## src/rtl/mult_div_unit.sv

```systemverilog
// Iterative 32-bit multiply/divide unit holding the HI/LO registers.
// Shift-add multiply and restoring divide, one bit per cycle, then a sign fix-up cycle.
module mult_div_unit #(
  parameter int WIDTH = 32
) (
  input  logic             clk,
  input  logic             reset,
  input  logic             start,
  input  logic [2:0]       op,
  input  logic [WIDTH-1:0] a,
  input  logic [WIDTH-1:0] b,
  output logic             busy,
  output logic             done,
  output logic [WIDTH-1:0] hi,
  output logic [WIDTH-1:0] lo
);

  localparam int W = WIDTH;
  localparam logic [5:0] LAST = 6'(W - 1);

  typedef enum logic [1:0] {
    IDLE,
    MUL,
    DIV,
    FIX
  } state_t;

  state_t       state;
  logic [5:0]   cnt;
  logic [2*W-1:0] acc;
  logic [W-1:0] opnd;
  logic [W-1:0] quo;
  logic [W:0]   rem;
  logic [W-1:0] a_orig;
  logic         neg_q;
  logic         neg_r;
  logic         is_div;
  logic         b_zero;

  logic         sgn;
  logic [W-1:0] abs_a;
  logic [W-1:0] abs_b;
  logic [W:0]   mul_sum;
  logic [2*W-1:0] mul_next;
  logic [W:0]   shifted;
  logic [W+1:0] diff;
  logic [2*W-1:0] prod;

  always_comb begin
    sgn      = ~op[0];
    abs_a    = (sgn && a[W-1]) ? -a : a;
    abs_b    = (sgn && b[W-1]) ? -b : b;
    mul_sum  = {1'b0, acc[2*W-1:W]} + {1'b0, opnd};
    mul_next = acc[0] ? {mul_sum, acc[W-1:1]}
                      : {1'b0, acc[2*W-1:1]};
    shifted  = {rem[W-1:0], quo[W-1]};
    diff     = {1'b0, shifted} - {2'b00, opnd};
    prod     = neg_q ? -acc : acc;
  end

  always_ff @(posedge clk or posedge reset) begin
    if (reset) begin
      state  <= IDLE;
      cnt    <= '0;
      acc    <= '0;
      opnd   <= '0;
      quo    <= '0;
      rem    <= '0;
      a_orig <= '0;
      neg_q  <= 1'b0;
      neg_r  <= 1'b0;
      is_div <= 1'b0;
      b_zero <= 1'b0;
      busy   <= 1'b0;
      done   <= 1'b0;
      hi     <= '0;
      lo     <= '0;
    end else begin
      done <= 1'b0;
      unique case (state)
        IDLE: begin
          if (start) begin
            case (op)
              3'd0, 3'd1, 3'd2, 3'd3: begin
                acc    <= {{W{1'b0}}, abs_b};
                opnd   <= op[1] ? abs_b : abs_a;
                quo    <= abs_a;
                rem    <= '0;
                a_orig <= a;
                neg_q  <= sgn & (a[W-1] ^ b[W-1]);
                neg_r  <= sgn & a[W-1];
                is_div <= op[1];
                b_zero <= (b == '0);
                cnt    <= '0;
                busy   <= 1'b1;
                state  <= op[1] ? DIV : MUL;
              end
              3'd4:    hi <= a;
              3'd5:    lo <= a;
              default: ;
            endcase
          end
        end
        MUL: begin
          acc <= mul_next;
          cnt <= cnt + 6'd1;
          if (cnt == LAST) state <= FIX;
        end
        DIV: begin
          if (!diff[W+1]) begin
            rem <= diff[W:0];
            quo <= {quo[W-2:0], 1'b1};
          end else begin
            rem <= shifted;
            quo <= {quo[W-2:0], 1'b0};
          end
          cnt <= cnt + 6'd1;
          if (cnt == LAST) state <= FIX;
        end
        FIX: begin
          if (!is_div) begin
            hi <= prod[2*W-1:W];
            lo <= prod[W-1:0];
          end else if (b_zero) begin
            // Divide by zero: all-ones quotient, dividend passed through.
            hi <= a_orig;
            lo <= '1;
          end else begin
            hi <= neg_r ? -rem[W-1:0] : rem[W-1:0];
            lo <= neg_q ? -quo : quo;
          end
          done  <= 1'b1;
          busy  <= 1'b0;
          state <= IDLE;
        end
        default: state <= IDLE;
      endcase
    end
  end

endmodule

```

## config.mk

```make
export PLATFORM = sky130hd
export DESIGN_NAME = mult_div_unit
export DESIGN_NICKNAME = d
export VERILOG_FILES = /design/src/rtl/mult_div_unit.sv
export SDC_FILE = /design/constraint.sdc
export NUM_CORES = 1
export LEC_CHECK = 0
export CAP_MARGIN = 20
export CORE_MARGIN = 3
export CORE_UTILIZATION = 45
export CTS_BUF_LIST = sky130_fd_sc_hd__clkbuf_8
export DETAILED_ROUTE_END_ITERATION = 10
export GPL_TIMING_DRIVEN = 0
export SYNTH_ARGS = -nofsm -noshare
export SYNTH_HDL_FRONTEND = slang
export SYNTH_SLANG_ARGS = --single-unit
```

## constraint.sdc

```tcl
create_clock -name clk -period 16.5 [get_ports clk]
set_clock_uncertainty 0.1 [all_clocks]
set_input_delay 1.65 -clock clk [delete_from_list [all_inputs] [get_ports clk]]
set_output_delay 1.65 -clock clk [all_outputs]
set_load 0.01 [all_outputs]
```

==> results.json, run 1 <==
{
  "drive_above_1_share_pct": 4.36,
  "htreeDepth": 2,
  "critical_path.cell_chain": "clkdlybuf4s50_1 > nor3_1 > nand2_1 > nor4_1 > nor3b_1 > nand3_1 > o31ai_1 > xnor2_1 > o21ai_0 > o21ai_0",
  "setup_viol": 0,
  "hold_path_class": "reg2reg",
  "syn_avg_cell_area_um2": 8.21,
  "r2r_start": "acc[12]$_DFFE_PP0P_",
  "die-height_um": 214,
  "placementRows": 75,
  "drtIter0Drc": 2405,
  "ant_nets": 0,
  "gp_congestion": 1.02,
  "ys_seq_area_share_pct": 34.9,
  "synth_area_mm2": 0.0194,
  "crit_type": "in2reg",
  "clockBufferDepth": 3,
  "relSlewSlack_pct": 29.6,
  "rsz0062_at_grt": "no",
  "regArea_mm2": 0.00676,
  "final_hold_viol_count": 0,
  "post-route-util_pct": 53.5,
  "cts_root_buf": "clkbuf_8",
  "critPathCaptureType": "register",
  "synth_edf_count": 0,
  "netlist_instances": 2360,
  "grt_overflow_total": 0,
  "setup_tns_ps": 0,
  "setup_slack_ps": 11360,
  "syn_to_final_growth_pct": 16.5,
  "hold_depth": 2,
  "postCtsSetupRepairBufs": 0,
  "timing.rr.end": "hi[21]$_DFFE_PP0P_",
  "start_kind": "primary input",
  "core_area_mm2": 0.0422,
  "synthFlopType": "dfrtp_1",
  "cts_buffers": 51,
  "ir_drop_v": 0.000106,
  "power.density_mw_per_mm2": 224,
  "wl_per_cell_um": 26.9,
  "drv_cap": 0,
  "hold_start": "hi[17]$_DFFE_PP0P_",
  "detailedPlace.worstSlack_ps": 10930,
  "port_buffers": 134,
  "max_freq_ghz": 0.195,
  "fill_cells": 4145,
  "routed_wl_um": 84100,
  "start_util_pct": 45.9,
  "crit_top_cell": "o21ai_0",
  "clk_pin_slew_ps": 60,
  "drv_slew": 0,
  "insertion_delay_ps": 650,
  "cts_resized": 0,
  "first_pass_iters": 6,
  "synthDistinctLibCells": 70,
  "path_max_fanout": 6,
  "slowest_stage": "nor3b_1",
  "grt_pass1_vias": 18400,
  "cp.required_ps": 16930,
  "leakage_nw": 9.43,
  "grt_pass1_wl_um": 122000,
  "worstRegToRegCells": 9,
  "ctsHoldBuffers": 0,
  "syn_nets": 2507,
  "cp.arrival_ps": 5570,
  "synth-seq-cells": 270,
  "placedInstanceArea_mm2": 0.0215,
  "period_minus_slack_ps": 5140,
  "dieArea_mm2": 0.0456,
  "final_cell_mix": "329 x nand2_1, 270 x o21ai_0, 270 x dfrtp_1, 180 x nor2_1, 159 x a21oi_1",
  "status": "finished, final reports clean",
  "worst_slew_pin_slew_ps": 1040,
  "die_w_um": 214,
  "drt_drc_violations_left": 0,
  "rrSetupSlack_ps": 11860,
  "async_flop_share_pct": 100,
  "period_share_pct": 31.1,
  "ios": 136,
  "max_stage_delay_ps": 670,
  "grt_max_degree": 122,
  "final_cell_area_mm2": 0.0226,
  "nets": 2696,
  "route.vias.total": 19600,
  "layout_commonest_cell": "nand2_1",
  "hold_ws_ps": 382,
  "hpwl_um": 67200,
  "antenna_found_initial": 3,
  "synth_warnings": 0,
  "track_usage_pct": 36.7,
  "cts_tree": "built",
  "cts.sinks": 270,
  "multi_input_area_mm2": 0.0118,
  "whs_endpoint": "hi[17]$_DFFE_PP0P_",
  "avgViaCountPerCell": 6.26
}
[sequential cells by signal, indices dropped and copies added (netlist names), 2 cells and up]
signal	flops
lo	32
opnd	32
rem	32
cnt	6
acc	64
state	2
a_orig	32
quo	32
hi	32
[routing by layer]
layer / wire [µm] / vias to the layer above / share of wire (%) / global-route usage, %
met5: 12 / - / 0.014 / 0
met4: 5340 / 2 / 6.4 / 20.5
met3: 6880 / 210 / 8.2 / 4.64
met2: 35900 / 998 / 43 / 54.8
met1: 36000 / 9548 / 43 / 51.6
li1: - / 8845 / - / -
[cell families after synthesis]
kind of cell               count (synthesis)  synth area share (%)
DFF                                      270                  34.9
muxes                                     77                  4.00
xor gates and xnor gates                 228                  10.3
and+or+nand+nor                          731                  17.0
adders and majority gates                 77                  5.05
buffers and inverters                    210                  4.11
AOI/OAI and AO/OA                        767                  24.7
[cell type report]
type | instances | share of cell area, %
antenna | 1 | 0.0111
sequential | 270 | 29.9
multi-input combinational | 1880 | 52.4
clock inverter | 25 | 0.715
clock buffer | 70 | 4.27
timing repair buffer | 136 | 6.18
inverter | 72 | 1.23
buffer | 138 | 2.33
tap | 539 | 2.99
[Yosys cell counts, drive strengths merged (51+ instances only)]
| library cell | number | area share (%) |
|---|---|---|
| xor2 | 83 | 3.8 |
| dfrtp | 270 | 35 |
| clkbuf | 122 | 2.4 |
| ha | 75 | 4.8 |
| inv | 72 | 1.4 |
| o31ai | 51 | 2.0 |
| o21ai | 273 | 7.0 |
| nand2 | 329 | 6.4 |
| a31oi | 54 | 1.7 |
| nor2 | 180 | 3.5 |
| a21oi | 159 | 4.1 |
| xnor2 | 145 | 6.6 |
| mux2i | 74 | 3.8 |
[metrics by stage]
step                      total power [W]  instances
after floorplan                   0.00314       2360
after global placement            0.00420       3033
after detailed placement          0.00425       3035
after CTS                         0.00500       3130
after global routing              0.00538       3130
final                             0.00505       3131
[critical path, delay by kind of cell]
| family | cells | cell delay, ps |
|---|---|---|
| simple gates | 5 | 1950 |
| xor+xnor | 1 | 430 |
| compound gates | 3 | 900 |
| buf+inv | 1 | 630 |
[power breakdown]
| part | switching, W | internal, W | leakage [nW] |
|---|---|---|---|
| registers | 0.000397 | 0.000952 | 3.31 |
| clock network | 0.000328 | 0.000408 | 0.636 |
| logic | 0.00183 | 0.00113 | 5.48 |
[how the worst max path moves through the flow]
stage	slack, ps	from	endpoint
after global placement	3610	reset	rem[17]$_DFFE_PP0P_
after global routing	11230	a[6]	opnd[27]$_DFFE_PP0P_
after floorplan	7310	reset	a_orig[0]$_DFFE_PP0P_
final	11360	a[6]	opnd[27]$_DFFE_PP0P_
after detailed placement	10930	a[6]	opnd[27]$_DFFE_PP0P_
after CTS	11590	a[6]	opnd[27]$_DFFE_PP0P_
No activity file was read; power rests on OpenSTA's default activity.
==> inputs of run 2 (changes only) <==
==> constraint.sdc (replaced) <==
create_clock -name clk -period 5.1 [get_ports clk]
set_clock_uncertainty 0.1 [all_clocks]
set_input_delay 0.51 -clock clk [delete_from_list [all_inputs] [get_ports clk]]
set_output_delay 0.51 -clock clk [all_outputs]
set_load 0.01 [all_outputs]
==> results.json, run 2 (synthesis gave the netlist of run 1 again) <==
{
  "cp.arrival_ps": 5250,
  "cts_root_buf": "clkbuf_8",
  "regMostFlops": "acc",
  "max_stage_delay_ps": 860,
  "ios": 136,
  "ant_nets": 0,
  "final_cell_mix": "329 x nand2_1, 270 x o21ai_0, 270 x dfrtp_1, 180 x nor2_1, 159 x a21oi_1",
  "cp.required_ps": 5470,
  "critPathTopFamily": "simple AND/OR/NAND/NOR gates",
  "crit_top_cell": "nor4_1",
  "switching_share_pct": 50.7,
  "die-height_um": 214,
  "start_kind": "register",
  "p_sw_w": 0.00826,
  "cts.sinks": 270,
  "cts_buffers": 52,
  "grt_util_met1_pct": 48.5,
  "drtIter0Drc": 1870,
  "layout_commonest_cell": "nand2_1",
  "use_met3_pct": 6.04,
  "setup_tns_ps": 0,
  "r2r_start": "acc[26]$_DFFE_PP0P_",
  "ir_drop_v": 0.000340,
  "period_share_pct": 95.6,
  "final_cell_area_mm2": 0.0226,
  "critical_path.cell_chain": "or4_1 > nor4_1 > nand2b_1 > or3_1 > nor4_1 > nand3_1 > o21ai_0 > nor2_1 > o311ai_0 > a31oi_1",
  "crit_type": "reg2reg",
  "hold_path_class": "in2async",
  "rsz0062_at_grt": "no",
  "nets": 2702,
  "power_frac_comb_pct": 59.3,
  "leakage_nw": 9.43,
  "route.vias.total": 19700,
  "insertion_delay_ps": 640,
  "path_buf_inv": 0,
  "hpwl_um": 66300,
  "worst_slew_pin_slew_ps": 1020,
  "fill_cells": 4047,
  "syn_to_final_growth_pct": 16.7,
  "drive_above_1_share_pct": 4.36,
  "drv_slew": 0,
  "cts_resized": 0,
  "grt_most_used_layer": "met2",
  "grt_overflow_total": 0,
  "path_max_fanout": 6,
  "p_clk_share_pct": 14.2,
  "use_met2_pct": 54.1,
  "relSlewSlack_pct": 31.3,
  "period_minus_slack_ps": 4880,
  "grt_pass1_vias": 18500,
  "avgViaCountPerCell": 6.28,
  "hold_ws_ps": 191,
  "track_usage_pct": 36.1,
  "largest_register_ffs": 64,
  "intPower_w": 0.00805,
  "power.density_mw_per_mm2": 721,
  "grt_pass1_wl_um": 121000,
  "max_freq_ghz": 0.205,
  "start_util_pct": 45.9,
  "first_pass_iters": 5,
  "ctsHoldBuffers": 0,
  "cts_tree": "built",
  "grt_max_degree": 42,
  "drt_drc_violations_left": 0,
  "wl_per_cell_um": 26.3,
  "finalPower_w": 0.0163,
  "status": "finished, final reports clean",
  "placementRows": 75,
  "setup_viol": 0,
  "gp_congestion": 1.04,
  "dieArea_mm2": 0.0456,
  "port_buffers": 134,
  "clockBufferDepth": 3,
  "postCtsSetupRepairBufs": 0,
  "die_w_um": 214,
  "crit_start": "acc[26]$_DFFE_PP0P_",
  "htreeDepth": 2,
  "final_hold_viol_count": 0,
  "clk_pin_slew_ps": 60,
  "slowest_stage": "o311ai_0",
  "critPathCaptureType": "register",
  "p_seq_share_pct": 26.5,
  "placedInstanceArea_mm2": 0.0215,
  "routed_wl_um": 82500,
  "antenna_found_initial": 3,
  "core_area_mm2": 0.0422,
  "drv_cap": 0
}
## run 2: power by group through the flow
stage	Sequential, W	Combinational (W)	Clock, W
after floorplan	0.00396	0.00623	0
after global placement	0.00428	0.00931	0
after detailed placement	0.00429	0.00947	0
after CTS	0.00427	0.00950	0.00234
after global routing	0.00444	0.0105	0.00244
final	0.00433	0.00966	0.00232
## run 2: routing by layer
layer	wire, µm	vias to the layer above
li1	-	8850
met1	34300	9557
met4	6110	2
met2	35000	1017
met5	12	-
met3	6980	230
## run 2: stage by stage
stage | setup slack (ps) | cells | utilization (%)
after floorplan | 923 | 2360 | -
after global placement | -1230 | 3033 | 50.7
after detailed placement | 463 | 3040 | 51.0
after CTS | 438 | 3130 | 53.6
after global routing | 55.3 | 3130 | 53.6
final | 223 | 3131 | 53.6
## run 2: layout make-up
class	count	area, µm²	share of cell area [%]
repair buffers	141	1480	6.55
diodes	1	2.50	0.0111
multi-input cells	1880	11800	52.3
plain buffers	138	526	2.32
clock inverters	25	189	0.835
inverters	72	274	1.21
well taps	539	674	2.98
clock buffers	65	895	3.95
flip-flops and latches	270	6760	29.9
## run 2: path summary, 6_finish.rpt
path / slack (ps) / endpoint / depth (start not counted)
worst max-delay path: 220 / hi[21]$_DFFE_PP0P_ / 10
worst min-delay path: 190 / acc[16]$_DFFE_PP0P_ / 2
worst max register to register: 220 / hi[21]$_DFFE_PP0P_ / 10
worst min register to register: 370 / hi[15]$_DFFE_PP0P_ / 2
max in group asynchronous: 3550 / acc[44]$_DFFE_PP0P_ / 5
min in group clk: 370 / hi[15]$_DFFE_PP0P_ / 2
